## src/rtl/present_core.sv

```systemverilog
// -----------------------------------------------------------------------------
// present_core
//   Iterative PRESENT block-cipher encryption engine for 80- or 128-bit keys.
//   A start request in IDLE captures the plaintext and key. The engine then
//   runs one sBox/pLayer round per clock for ROUNDS rounds. A final key
//   whitening step produces the registered ciphertext and a one-cycle done.
//
// Parameters
//   KEY_WIDTH  key length, 80 or 128
//   ROUNDS     number of rounds, 1..31 (31 = standard PRESENT)
//
// Ports
//   clk         in   rising-edge clock
//   rst         in   synchronous reset, active-high
//   start       in   request, sampled only in IDLE
//   plaintext   in   64-bit block, captured when start is accepted
//   key         in   KEY_WIDTH-bit key, captured when start is accepted
//   busy        out  high from the cycle after acceptance until done
//   done        out  one-cycle pulse, ciphertext valid
//   ciphertext  out  64-bit result, held until the next completion
// -----------------------------------------------------------------------------
module present_core #(
    parameter int KEY_WIDTH = 80,
    parameter int ROUNDS    = 31
) (
    input  logic                 clk,
    input  logic                 rst,
    input  logic                 start,
    input  logic [63:0]          plaintext,
    input  logic [KEY_WIDTH-1:0] key,
    output logic                 busy,
    output logic                 done,
    output logic [63:0]          ciphertext
);

    if (KEY_WIDTH != 80 && KEY_WIDTH != 128) begin : g_bad_key_width
        $error("present_core: KEY_WIDTH must be 80 or 128");
    end

    if (ROUNDS < 1 || ROUNDS > 31) begin : g_bad_rounds
        $error("present_core: ROUNDS must be in 1..31");
    end

    localparam logic [4:0] LAST_RC = ROUNDS[4:0];

    typedef enum logic [1:0] {
        S_IDLE  = 2'd0,
        S_RUN   = 2'd1,
        S_FINAL = 2'd2
    } state_t;

    state_t               r_fsm;
    logic [63:0]          r_state;
    logic [KEY_WIDTH-1:0] r_key;
    logic [4:0]           r_rc;
    logic                 r_busy;
    logic                 r_done;
    logic [63:0]          r_ct;

    logic [63:0]          w_round_key;
    logic [63:0]          w_state_next;
    logic [KEY_WIDTH-1:0] w_key_rot;
    logic [KEY_WIDTH-1:0] w_key_next;

    // 4-bit PRESENT substitution box
    function automatic logic [3:0] sbox4(input logic [3:0] x);
        logic [3:0] y;
        case (x)
            4'h0: y = 4'hC;
            4'h1: y = 4'h5;
            4'h2: y = 4'h6;
            4'h3: y = 4'hB;
            4'h4: y = 4'h9;
            4'h5: y = 4'h0;
            4'h6: y = 4'hA;
            4'h7: y = 4'hD;
            4'h8: y = 4'h3;
            4'h9: y = 4'hE;
            4'hA: y = 4'hF;
            4'hB: y = 4'h8;
            4'hC: y = 4'h4;
            4'hD: y = 4'h7;
            4'hE: y = 4'h1;
            default: y = 4'h2;
        endcase
        return y;
    endfunction

    function automatic logic [63:0] sbox_layer(input logic [63:0] x);
        logic [63:0] y;
        y = '0;
        for (int n = 0; n < 16; n++) begin
            y[4*n +: 4] = sbox4(x[4*n +: 4]);
        end
        return y;
    endfunction

    // Bit i lands on bit (16*i) mod 63; bit 63 is a fixed point
    function automatic logic [63:0] p_layer(input logic [63:0] x);
        logic [63:0] y;
        y = '0;
        for (int i = 0; i < 63; i++) begin
            y[(16*i) % 63] = x[i];
        end
        y[63] = x[63];
        return y;
    endfunction

    // Round key is always the top 64 bits of the key register
    assign w_round_key  = r_key[KEY_WIDTH-1 -: 64];
    assign w_state_next = p_layer(sbox_layer(r_state ^ w_round_key));

    // Rotate left by 61
    assign w_key_rot = {r_key[KEY_WIDTH-62:0], r_key[KEY_WIDTH-1 -: 61]};

    if (KEY_WIDTH == 128) begin : g_key128
        always_comb begin
            w_key_next          = w_key_rot;
            w_key_next[127:124] = sbox4(w_key_rot[127:124]);
            w_key_next[123:120] = sbox4(w_key_rot[123:120]);
            w_key_next[66:62]   = w_key_rot[66:62] ^ r_rc;
        end
    end else begin : g_key80
        always_comb begin
            w_key_next                          = w_key_rot;
            w_key_next[KEY_WIDTH-1 -: 4]        = sbox4(w_key_rot[KEY_WIDTH-1 -: 4]);
            w_key_next[19:15]                   = w_key_rot[19:15] ^ r_rc;
        end
    end

    always_ff @(posedge clk) begin
        if (rst) begin
            r_fsm   <= S_IDLE;
            r_state <= '0;
            r_key   <= '0;
            r_rc    <= '0;
            r_busy  <= 1'b0;
            r_done  <= 1'b0;
            r_ct    <= '0;
        end else begin
            r_done <= 1'b0;
            case (r_fsm)
                S_IDLE: begin
                    if (start) begin
                        r_state <= plaintext;
                        r_key   <= key;
                        r_rc    <= 5'd1;
                        r_busy  <= 1'b1;
                        r_fsm   <= S_RUN;
                    end
                end
                S_RUN: begin
                    r_state <= w_state_next;
                    r_key   <= w_key_next;
                    // rc stops at its last value rather than wrapping
                    if (r_rc == LAST_RC) begin
                        r_fsm <= S_FINAL;
                    end else begin
                        r_rc <= r_rc + 5'd1;
                    end
                end
                S_FINAL: begin
                    r_ct   <= r_state ^ w_round_key;
                    r_done <= 1'b1;
                    r_busy <= 1'b0;
                    r_fsm  <= S_IDLE;
                end
                default: begin
                    r_fsm <= S_IDLE;
                end
            endcase
        end
    end

    assign busy       = r_busy;
    assign done       = r_done;
    assign ciphertext = r_ct;

endmodule

```

## config.mk

```make
export PLATFORM = sky130hd
export DESIGN_NAME = present_core
export DESIGN_NICKNAME = d
export VERILOG_FILES = /design/src/rtl/present_core.sv
export SDC_FILE = /design/constraint.sdc
export NUM_CORES = 1
export LEC_CHECK = 0
export CAP_MARGIN = 30
export CORE_MARGIN = 2
export CORE_UTILIZATION = 55
export CTS_CLUSTER_DIAMETER = 80
export CTS_CLUSTER_SIZE = 14
export DETAILED_ROUTE_END_ITERATION = 12
export PLACE_DENSITY = 0.83
export SYNTH_ARGS = -nofsm -noshare
export SYNTH_HDL_FRONTEND = slang
export SYNTH_SLANG_ARGS = --single-unit
```

## constraint.sdc

```tcl
create_clock -name clk -period 5.45 [get_ports clk]
set_clock_uncertainty 0.05 [all_clocks]
set_input_delay 0.545 -clock clk [delete_from_list [all_inputs] [get_ports clk]]
set_output_delay 0.545 -clock clk [all_outputs]
set_load 0.01 [all_outputs]
```

==> results.yml <==
synthesis:
  syn_area_per_cell_um2: 8.29
  synth-seq-cells: 221
  async_flop_share: 0
  synth_nets: 1713
  ys_seq_area_frac: 0.361
  synth_ff_type: "dfxtp_1"
  synth_edf_count: 0
  ys_types: 54
  syn_area_um2: 12300
  synthCells: 1479
  yosysWarningCount: 0
floorplanning:
  core_area_um2: 21800
  start_util: 0.562
  dieWidth_um: 153
  die_area_um2: 23500
  rows: 54
  ios: 213
  die_y_um: 153
pwr:
  ir_drop_v: 0.000163
  p_clk_frac: 0.269
  p_comb_frac: 0.314
  internal_power_w: 0.00297
  powerDensity_nw_per_um2: 301
  swShare: 0.340
  p_sw_w: 0.00153
  pwr-share-seq: 0.417
  leakagePower_nw: 6.17
finish:
  fin_area_um2: 14900
  layout-drive-gt1-share: 0.0468
  final_cells: 1904
  layout_commonest_cell: "nor2_1"
  final_cell_mix: "nor2_1 (271), dfxtp_1 (219), clkdlybuf4s50_1 (210)"
  antenna_cells: 0
  area_growth_pct: 21.9
  nets: 1858
  nFillCells: 1739
routing:
  drc: 0
  routed_wl_um: 38800
  ant_nets: 0
  firstDrtPassIters: 5
  drt-initial-drc-count: 1319
  post_drt_wl_per_cell_um: 20.4
  viasPerCell: 6.09
  vias: 11600
clocking:
  cts_tree: "built"
  cts_resized: 0
  clk_latency_ns: 0.51
  clkTransAtPathRegs_ns: 0.06
  cts_made_buffers: 19
  cts_sinks: 221
  hold_buffers: 0
  clk_path_buf_depth: 3
  cts_root_buf: "clkbuf_16"
  htreeDepth: 1
  cts_setup_buffers: 0
timing:
  max_freq_mhz: 327
  whs_ns: 0.401
  min_period_ns: 3.06
  timing.final.crit_share: 0.562
  relSlewSlack: 0.315
  slew_violations: 0
  hold_viol_final: 0
  grt_setup_unrepaired: "no"
  tightest_slew_ns: 1.03
  setup_violations: 0
  finalSetupTns_ns: 0
place:
  place_inst: 1883
  dp_hpwl_um: 27900
  port_buffers: 212
  place.gp.congestion: 0.962
  dpl_cell_area_um2: 14500
critical_path:
  path_max_fanout: 51
  end_kind: "flip-flop"
  startpoint_type: "flip-flop"
  cp_common_cell: "buf_4"
  crit_type: "flip-flop to flip-flop"
  cp_slowest_cell: "dfxtp_2"
  path_cells: "buf_4, o21bai_2, buf_4, nor2_1, o21ai_0, a21oi_1, a21o_1"
  slowest_delay_ns: 0.83
  cp.arrival_ns: 3.41
  required_ns: 5.80
run_status:
  outcome: "finished clean"
grt:
  grtUsageTotal: 0.315
  grt_pass1_wl_um: 58700
  globalRouteOverflowTotal: 0
  grt_start_max_net_pins: 98
  grt_pass1_vias: 10700
  antenna_found_initial: 0
job:
  max_cap_viol_count: 0
worst_hold_path:
  hold_path_class: "flip-flop to flip-flop"
==> worst max-delay path: cells and delay by family (launching register included) <==
family	cells	cell delay, ns
AO/OA/AOI/OAI	4	0.70
buffers and inverters	2	0.98
flip-flops	1	0.83
AND/OR/NAND/NOR	1	0.35
==> cell type report <==
type                       instances  area (µm²)  area share
multi-input combinational       1095        7240       0.484
sequential                       221        4430       0.296
inverter                          63         236      0.0158
clock buffer                      19         475      0.0318
timing repair buffer             224        2200       0.147
clock inverter                     2        13.8    0.000921
tap                              280         350      0.0234
==> flip-flops by register name, summed over array words and instances (netlist names) <==
signal and cells:
busy 1, ciphertext 64, r_state 64, r_key 80
done 1, r_rc 5, w_key_next 4, r_fsm 2
==> kinds of logic after synthesis <==
family | share of synthesized area
muxes | 0.0759
DFF | 0.361
buffers and inverters | 0.0516
and+or+nand+nor | 0.168
AOI/OAI and AO/OA | 0.190
xor gates and xnor gates | 0.0646
adders and majority gates | 0.0888
==> power by group through the flow <==
stage | Clock, W | Combinational (W) | Sequential (W)
2_1_floorplan | 0 | 0.000987 | 0.00185
3_3_place_gp | 0 | 0.00133 | 0.00190
3_5_place_dp | 0 | 0.00137 | 0.00190
4_1_cts | 0.00121 | 0.00139 | 0.00187
5_1_grt | 0.00127 | 0.00153 | 0.00188
6_report | 0.00121 | 0.00141 | 0.00188
==> worst paths after layout <==
path / start / to / slack, ns / depth (start not counted)
worst max register to register: r_fsm[1] / r_state[56] / 2.39 / 7
worst max-delay path: r_fsm[1] / r_state[56] / 2.39 / 7
worst min register to register: ciphertext[36] / ciphertext[36] / 0.40 / 2
worst min-delay path: ciphertext[36] / ciphertext[36] / 0.40 / 2
==> stage by stage <==
step                      worst slack (ns)  total power [W]   util
final                                 2.39          0.00450  0.685
after global routing                  2.22          0.00468  0.685
after CTS                             2.48          0.00447  0.685
after detailed placement              2.49          0.00328  0.663
after global placement                2.56          0.00323  0.663
after floorplan                       3.18          0.00283      -
==> per-layer routing <==
| metal | GRT usage | up-vias | wire [µm] |
|---|---|---|---|
| met5 | 0 | - | 0 |
| met4 | 0.131 | 0 | 1760 |
| met3 | 0.0595 | 103 | 4580 |
| met2 | 0.488 | 679 | 17000 |
| met1 | 0.431 | 5446 | 15500 |
| li1 | - | 5368 | - |
==> cells in the mapped netlist, types with 17 or more instances <==
master | number | share of area
nor2_1 | 272 | 0.083
dfxtp_1 | 221 | 0.36
nand2_1 | 129 | 0.039
o21ai_0 | 113 | 0.046
ha_1 | 87 | 0.089
nor3_1 | 79 | 0.032
a2bb2oi_1 | 71 | 0.051
clkbuf_1 | 66 | 0.020
inv_1 | 61 | 0.019
xnor2_1 | 58 | 0.041
a21oi_1 | 56 | 0.023
mux2i_1 | 42 | 0.034
a211oi_1 | 33 | 0.020
xor2_1 | 25 | 0.018
mux4_2 | 21 | 0.039
buf_1 | 19 | 0.0058
a22o_1 | 17 | 0.012
Power figures use the tool's default switching activity.
